## src/rtl/timer_pkg.sv

```systemverilog
// -----------------------------------------------------------------------------
// timer_pkg
// Shared constants for the memory-mapped interval timer: register offsets
// within a channel's window, CTRL bit positions and the STATUS pending bit.
// -----------------------------------------------------------------------------
package timer_pkg;

    // Register offsets (low two address bits)
    localparam logic [1:0] REG_CTRL    = 2'd0;
    localparam logic [1:0] REG_COMPARE = 2'd1;
    localparam logic [1:0] REG_COUNT   = 2'd2;
    localparam logic [1:0] REG_STATUS  = 2'd3;

    // CTRL bit indices and implemented width
    localparam int CTRL_EN = 0;
    localparam int CTRL_AR = 1;
    localparam int CTRL_IE = 2;
    localparam int CTRL_W  = 3;

    // STATUS bit index of the sticky pending flag
    localparam int STAT_PEND = 0;

endpackage

```

## src/rtl/timer_channel.sv

```systemverilog
// -----------------------------------------------------------------------------
// timer_channel
// One timer channel: CTRL, COMPARE, COUNT and a sticky pending flag.
// Ports:
//   clk, rst          clock, asynchronous active-high reset
//   tick              one-cycle prescaler pulse
//   wr_ctrl/compare/count/status  per-register write strobes
//   data_in           write data
//   ctrl, compare, count, pending  current register state (readback)
//   irq               pending & IE
// -----------------------------------------------------------------------------
module timer_channel
    import timer_pkg::*;
#(
    parameter int WIDTH = 32
)
(
    input  logic              clk,
    input  logic              rst,
    input  logic              tick,
    input  logic              wr_ctrl,
    input  logic              wr_compare,
    input  logic              wr_count,
    input  logic              wr_status,
    input  logic [WIDTH-1:0]  data_in,
    output logic [CTRL_W-1:0] ctrl,
    output logic [WIDTH-1:0]  compare,
    output logic [WIDTH-1:0]  count,
    output logic              pending,
    output logic              irq
);

    logic [CTRL_W-1:0] ctrl_r;
    logic [WIDTH-1:0]  compare_r;
    logic [WIDTH-1:0]  count_r;
    logic              pending_r;
    logic [WIDTH-1:0]  nxt_s;
    logic              step_s;
    logic              match_s;

    // Increment candidate and match detect; the match always uses the
    // COMPARE value held before this edge, so a same-cycle COMPARE write
    // only affects the following tick.
    always_comb begin
        nxt_s   = count_r + WIDTH'(1'b1);
        step_s  = tick & ctrl_r[CTRL_EN];
        match_s = step_s & (nxt_s == compare_r);
    end

    // CTRL: CPU write wins over the one-shot EN drop.
    always_ff @(posedge clk or posedge rst) begin
        if (rst) begin
            ctrl_r <= {CTRL_W{1'b0}};
        end else if (wr_ctrl) begin
            ctrl_r <= data_in[CTRL_W-1:0];
        end else if (match_s && !ctrl_r[CTRL_AR]) begin
            ctrl_r[CTRL_EN] <= 1'b0;
        end
    end

    // COMPARE: software-owned only.
    always_ff @(posedge clk or posedge rst) begin
        if (rst) begin
            compare_r <= {WIDTH{1'b0}};
        end else if (wr_compare) begin
            compare_r <= data_in;
        end
    end

    // COUNT: CPU write wins; auto-reload returns to zero, one-shot parks on
    // the match value.
    always_ff @(posedge clk or posedge rst) begin
        if (rst) begin
            count_r <= {WIDTH{1'b0}};
        end else if (wr_count) begin
            count_r <= data_in;
        end else if (match_s && ctrl_r[CTRL_AR]) begin
            count_r <= {WIDTH{1'b0}};
        end else if (step_s) begin
            count_r <= nxt_s;
        end
    end

    // Pending: a hardware set beats a same-cycle write-1-to-clear so no
    // interrupt is dropped.
    always_ff @(posedge clk or posedge rst) begin
        if (rst) begin
            pending_r <= 1'b0;
        end else if (match_s) begin
            pending_r <= 1'b1;
        end else if (wr_status && data_in[STAT_PEND]) begin
            pending_r <= 1'b0;
        end
    end

    assign ctrl    = ctrl_r;
    assign compare = compare_r;
    assign count   = count_r;
    assign pending = pending_r;
    assign irq     = pending_r & ctrl_r[CTRL_IE];

endmodule

```

## src/rtl/mmio_timer.sv

```systemverilog
// -----------------------------------------------------------------------------
// mmio_timer
// Multi-channel memory-mapped interval timer with a shared prescaler.
// Ports:
//   clk, rst   clock, asynchronous active-high reset
//   we         register write strobe
//   addr       {channel, reg}; reg 0=CTRL 1=COMPARE 2=COUNT 3=STATUS
//   data_in    write data
//   data_out   combinational readback of the addressed register
//   irq        per-channel interrupt (pending & IE)
//   INT        OR of all irq lines
// -----------------------------------------------------------------------------
module mmio_timer
    import timer_pkg::*;
#(
    parameter int WIDTH    = 32,
    parameter int NCH      = 2,
    parameter int PRESCALE = 100000,
    parameter int CH_W     = 3
)
(
    input  logic              clk,
    input  logic              rst,
    input  logic              we,
    input  logic [CH_W+1:0]   addr,
    input  logic [WIDTH-1:0]  data_in,
    output logic [WIDTH-1:0]  data_out,
    output logic [NCH-1:0]    irq,
    output logic              INT
);

    localparam int              PS_W    = (PRESCALE > 1) ? $clog2(PRESCALE) : 1;
    localparam logic [PS_W-1:0] PS_LAST = PS_W'(PRESCALE - 1);

    logic [PS_W-1:0]  ps_r;
    logic             tick_s;
    logic [CH_W-1:0]  ch_sel_s;
    logic [1:0]       reg_sel_s;
    logic [WIDTH-1:0] rd_word_s [NCH];

    assign ch_sel_s  = addr[CH_W+1:2];
    assign reg_sel_s = addr[1:0];
    assign tick_s    = (ps_r == PS_LAST);

    // Free-running prescaler 0..PRESCALE-1; with PRESCALE=1 it stays at 0
    // and tick is high every cycle.
    always_ff @(posedge clk or posedge rst) begin
        if (rst) begin
            ps_r <= {PS_W{1'b0}};
        end else if (tick_s) begin
            ps_r <= {PS_W{1'b0}};
        end else begin
            ps_r <= ps_r + PS_W'(1'b1);
        end
    end

    for (genvar i = 0; i < NCH; i++) begin : g_ch
        logic              sel_s;
        logic [CTRL_W-1:0] ctrl_s;
        logic [WIDTH-1:0]  compare_s;
        logic [WIDTH-1:0]  count_s;
        logic              pending_s;

        assign sel_s = we && (ch_sel_s == CH_W'(i));

        timer_channel #(.WIDTH(WIDTH)) u_ch (
            .clk        (clk),
            .rst        (rst),
            .tick       (tick_s),
            .wr_ctrl    (sel_s && (reg_sel_s == REG_CTRL)),
            .wr_compare (sel_s && (reg_sel_s == REG_COMPARE)),
            .wr_count   (sel_s && (reg_sel_s == REG_COUNT)),
            .wr_status  (sel_s && (reg_sel_s == REG_STATUS)),
            .data_in    (data_in),
            .ctrl       (ctrl_s),
            .compare    (compare_s),
            .count      (count_s),
            .pending    (pending_s),
            .irq        (irq[i])
        );

        // Per-channel readback word for the addressed register.
        always_comb begin
            rd_word_s[i] = {WIDTH{1'b0}};
            case (reg_sel_s)
                REG_CTRL:    rd_word_s[i] = {{(WIDTH-CTRL_W){1'b0}}, ctrl_s};
                REG_COMPARE: rd_word_s[i] = compare_s;
                REG_COUNT:   rd_word_s[i] = count_s;
                REG_STATUS:  rd_word_s[i] = {{(WIDTH-1){1'b0}}, pending_s};
                default:     rd_word_s[i] = {WIDTH{1'b0}};
            endcase
        end
    end

    // Read mux: at most one channel index matches; unimplemented channel
    // indices fall through to zero.
    always_comb begin
        data_out = {WIDTH{1'b0}};
        for (int i = 0; i < NCH; i++) begin
            data_out = data_out |
                       ((ch_sel_s == CH_W'(i)) ? rd_word_s[i] : {WIDTH{1'b0}});
        end
    end

    assign INT = |irq;

endmodule

```

## config.mk

```make
export PLATFORM = sky130hd
export DESIGN_NAME = mmio_timer
export DESIGN_NICKNAME = d
export VERILOG_FILES = /design/src/rtl/timer_pkg.sv /design/src/rtl/timer_channel.sv /design/src/rtl/mmio_timer.sv
export SDC_FILE = /design/constraint.sdc
export NUM_CORES = 1
export LEC_CHECK = 0
export ABC_AREA = 1
export CAP_MARGIN = 20
export CORE_ASPECT_RATIO = 0.7
export CORE_UTILIZATION = 40
export DETAILED_ROUTE_END_ITERATION = 6
export PLACE_DENSITY = 0.61
export SLEW_MARGIN = 10
export SYNTH_ARGS = -nofsm -noshare
export SYNTH_HDL_FRONTEND = slang
export SYNTH_SLANG_ARGS = --single-unit
```

## constraint.sdc

```tcl
create_clock -name clk -period 7.3 [get_ports clk]
set_input_delay 1.46 -clock clk [delete_from_list [all_inputs] [get_ports clk]]
set_output_delay 1.46 -clock clk [all_outputs]
set_load 0.02 [all_outputs]
```

Yosys cells after proc, flatten, opt, wreduce, memory -nomap -nowiden. Cells that the tools add are included.

Add/subtract/negate cells: 3. Equality and inequality tests: 7. Multiplexer cells: 19. Bitwise gates (word level): 7. Reduce and logical (&&, ||, !) cells: 27.

Operators by type and width (count): 32-bit 2-to-1 mux (8); 32-bit case mux with 4 select lines (2); 32-bit by 1-bit adder with 32-bit output (second input constant) (2); 32-bit == test (2); 32-bit bitwise OR (1); 17-bit by 1-bit adder with 17-bit output (second input constant) (1); 17-bit == test (second input constant) (1); 17-bit 2-to-1 mux (1); 1-bit logical AND (16); 1-bit 2-to-1 mux (8); 2-bit nonzero test (4); 1-bit AND (6); 3-bit nonzero test (2); 2-bit == test (second input constant) (2); 3-bit by 1-bit == test with 1-bit output (second input constant) (1); 3-bit logical NOT (1); 2-bit by 1-bit == test with 1-bit output (second input constant) (1); 1-bit logical NOT (2); 2-bit logical NOT (1); 2-bit OR reduction (1).

Register bits after elaboration: 153. Input bits: 40. Output and inout port bits: 35. Word-level logic and storage cells: 74.

Longest topological paths before layout.
Word-level depth: 6. Gate-level depth with buffers: 18. Mapped depth without buffers: 17.

Modules after synthesis. Synthesis repeated with hierarchy kept, for this count alone.

Cells, all modules: 2021. Area total of the unflattened synthesis: 12190.4 um^2.

By module, submodules not included: timer_channel (instances 2, cells each 794, area an instance 4953.5 um^2, seq. area each 1701.6 um^2); mmio_timer (instances 1, cells each 433, area an instance 2283.4 um^2, seq. area each 425.4 um^2).

Least setup slack after synthesis. Ideal clock, no wire load.

Path type: input to output. Start: input port addr[1]. End: output port data_out[2]. Arrival: 2971 ps. Data required time: 5840 ps. Setup slack: 2869 ps. Cell stages on the path: 8. Buffers on the path: 3. Path through: clkbuf_1 > nor2_1 > inv_1 > clkbuf_1 > buf_1 > o22ai_1 > a21oi_1 > o22ai_1.

Word-level cells in the longest chain between the ends: 4. Elaborated cells on any way between the ends: 9. Those cells by class: 3 x eq/ne; 4 x mux; 1 x bitwise; 1 x reduce/logical.

RTL lines: from (decl) (line mmio_timer.sv:25) `input logic [CH_W+1:0] addr,`; 2-bit == test, or another cell as far along (line mmio_timer.sv:85) `case (reg_sel_s)`; 32-bit case mux with 4 select lines (line mmio_timer.sv:85); 32-bit 2-to-1 mux (line mmio_timer.sv:101) `((ch_sel_s == CH_W'(i)) ? rd_word_s[i] : {WIDTH{1'b0}});`; 32-bit bitwise OR (*) (line mmio_timer.sv:100) `data_out = data_out |`; to (decl) (line mmio_timer.sv:27) `output logic [WIDTH-1:0] data_out,`.

Mark *: on every way between the ends. The rest lies on a longest branch, timed or not.

Final worst setup path.
Start: input port addr[0]. End: output port data_out[1].

The elaborated chain is that of the path after synthesis.

==> metrics.md <==
| Metric | Value |
|---|---|
| Outcome | `completed` |
| Cell Area, Synth | `0.01125 mm2` |
| Overall global routing resource usage | `0.2918` |
| Drc violations | `0` |
| Drt first pass iters | `7` |
| Total power per unit cell area | `234.4 mW/mm2` |
| Seq/Total Area, Yosys | `0.3402` |
| Setup bufs post-CTS | `0` |
| Max-slew headroom | `0.3187` |
| Mux cell area share after synthesis | `0` |
| Final Non-Filler Cells | `2231` |
| Slowest CP cell | `inv_2` |
| Crit path time final | `5592 ps` |
| Filler cell count | `2890` |
| Hold-critical path endpoint | `ps_r[0]` |
| Gp weighted congestion | `1.026` |
| Initial drt markers | `1484` |
| Worst slack, placed | `roughly 1700 ps` |
| Cells after synthesis | `roughly 1.8k` |
| Hold path cells | `1` |
| Placed Cells | `2199` |
| IO Pins | `75` |
| Synth area leaders | `dfrtp_1 (34%), nand2_1 (20%), inv_1 (10%)` |
| Post-synth EDFFs | `0` |
| Syn avg cell area | `6.224 um2` |
| P&R area growth vs syn | `15.43%` |
| Simple-Gate Fraction of Synth Area | `0.3606` |
| Final period util | `0.7660` |
| Unrepaired setup endpoints after global routing | `false` |
| Synth Area in Compound Gates | `0.1498` |
| Placed cell areas | `0.01232 mm2` |
| Crit Path Class | `input pin to primary output` |
| Post-Syn Nets | `1851` |
| Post-CTS Resized | `0` |
| Clk pin slew, worst setup/hold paths | `60 ps` |
| Share of cells above drive strength 1 | `0.04821` |
| Starting Density | `0.4145` |
| Reg-to-reg slack, setup | `between 4000 and 5000 ps` |
| Synth cell count leaders | `nand2_1 (606), inv_1 (305), nor2_1 (210)` |
| Total global routing overflow | `0` |
| Synth async-reset ratio | `1.000` |
| Global-route wire length before repair | `63570 um` |
| Largest net degree at the start of global routing | `66` |
| Dpl hpwl | `31620 um` |
| Post-route cell area | `between 0.01 and 0.015 mm2` |
| Vias post-DR | `about 12k` |
| Total Nets Final | `about 1.9k` |
| Crit. End Element | `primary output` |
| Most frequent cell after synthesis | `nand2_1` |
| Max Cap Viol | `0` |
| Core Area | `around 0.027 mm2` |
| Max Root-Sink Buffers | `2` |
| # clock sinks | `153` |
| Setup TNS | `0 ps` |
| Max Fclk | `between 150 and 200 MHz` |
| Overall power | `3.045 mW` |
| Post-synthesis cell type count | `35` |
| HP Start | `ps_r[0]` |
| CP startpoint kind | `input pin` |
| Finished Core Util | `0.4784` |
| HP Class | `flip-flop to flip-flop` |
| Clock root cell | `clkbuf_16` |
| Crit path largest cell delay | `approximately 740 ps` |
| ANT nets after route | `0` |
| Hold-fix buffers, CTS | `0` |
| Slew Viols, Final | `0` |
| Critical R2R Launch | `g_ch[0].u_ch.count[0]` |
| Top FF cell, synth | `dfrtp_1` |
| Count of final setup violators | `0` |
| Transition time of the tightest slew-check pin | `about 1000 ps` |
| R2R Path End | `g_ch[0].u_ch.count[21]` |
| FF+latch count, synth | `153` |
| Largest fanout on the critical path | `58` |
| CTS tree | `yes` |
| H-tree Lvls | `4` |
| Register-to-Register Path Depth | `14` |
| Final Hold Fails | `0` |
| Antenna violations before repair | `1` |
| Post-Route WL | `41200 um` |
| Die height | `142.3 um` |
| Hold WS | `between 400 and 500 ps` |
| Post-synthesis xor/xnor area fraction | `0.01901` |
| Die X | `202.5 um` |
| WP data arrival | `just over 4000 ps` |
| WL/cell | `18.47 um` |
| Worst setup margin | `between 1500 and 2000 ps` |
| Static leakage | `6.358 nW` |
| Worst clock skew | `about 13 ps` |
| Area share of fa/ha/maj cells after synthesis | `0.003336` |
| Via density | `5.391` |
| Maximum VDD drop | `around 140 uV` |
| CP cell instances | `clkdlybuf4s50_1, inv_1, nor2_1, buf_4, inv_2, o22ai_1, o21ai_0, o21ai_0, clkdlybuf4s50_1` |
| Number of global-route vias before repair | `10.99k` |
| Yosys top cell area share | `0.3402` |
| Main combinational cell family by area after synthesis | `simple AND/OR/NAND/NOR gates` |
| Later-pin clock latency in the skew report | `450 ps` |
| Ys Warns | `0` |
| Cell taking the most area after synthesis | `dfrtp_1` |
| CP startpoint | `addr[0]` |
| TritonCTS Buffers | `17` |
| Die footprint | `0.02882 mm2` |
| Antenna diode count | `0` |
| Row cnt | `50` |
| WP data required | `5840 ps` |
| Count of input and output buffers | `74` |
-- report_power, final --
group | internal, mW | switching, mW
Combinational | 0.313 | 0.602
Sequential | 0.998 | 0.159
Clock | 0.587 | 0.385
-- worst max path at each step --
stage                               to  slack (ps)  cells past startpoint
2_1_floorplan  g_ch[0].u_ch.compare[0]        1720                      1
3_3_place_gp               data_out[0]        1890                      7
3_5_place_dp               data_out[0]        1730                      7
4_1_cts                    data_out[0]        1730                      7
5_1_grt                    data_out[2]        1600                      9
6_report                   data_out[1]        1710                      9
-- critical path: cells and delay by family --
kind                   cells  cell delay (ps)
buffers and inverters      5             2110
and+or+nand+nor            1               60
AOI/OAI and AO/OA          3              480
-- routing by layer --
metal  global-route usage  vias up  routed length, um
met5                    0        -                  0
met4              0.09220        0                978
met2               0.4185      530              16960
li1                     -     5830                  -
met3              0.09226       68               4586
met1               0.4137     5599              18680
-- flip-flops by register name, indices dropped and copies added (netlist names) --
register and cells:
g_ch.u_ch.pending 2, ps_r 17, g_ch.u_ch.compare 64, g_ch.u_ch.count 64, g_ch.u_ch.ctrl 6
-- cells in the final DEF, fill, tap and decap left out, drive strengths merged --
| cell type | synthesis | routed |
|---|---|---|
| clkinv | 1 | 7 |
| nor3 | 7 | 7 |
| xor2 | 9 | 9 |
| a41oi | 1 | 1 |
| inv | 308 | 309 |
| ha | 3 | 3 |
| nand3 | 113 | 113 |
| a22o | 29 | 29 |
| clkbuf | 46 | 19 |
| bufinv | 0 | 4 |
| nand4 | 12 | 12 |
| buf | 12 | 13 |
| nor3b | 1 | 1 |
| a211oi | 1 | 1 |
| a221oi | 2 | 2 |
| o211ai | 1 | 1 |
| o21ai | 95 | 95 |
| nand3b | 1 | 1 |
| or2 | 1 | 1 |
| and3 | 1 | 1 |
| nor2 | 229 | 229 |
| xnor3 | 6 | 6 |
| nand2 | 623 | 623 |
| clkdlybuf4s50 | 0 | 74 |
| nor4 | 1 | 1 |
| a21oi | 29 | 29 |
| o22ai | 122 | 122 |
| a31oi | 1 | 1 |
| dfrtp | 153 | 153 |
-- layout make-up --
type,instances,area (um2),area share
repair buffers,87,910.9,0.07012
clock inverters,11,170.2,0.01310
clock buffers,19,452.9,0.03487
well taps,364,455.4,0.03506
multi-input cells,1288,6007,0.4624
flip-flops and latches,153,3829,0.2947
inverters,309,1165,0.08967
-- cell families after synthesis --
logic type,after synthesis
and+or+nand+nor,989
buffers and inverters,367
xor gates and xnor gates,15
DFF,153
AOI/OAI and AO/OA,281
adders and majority gates,3
Power figures use the tool's default switching activity.
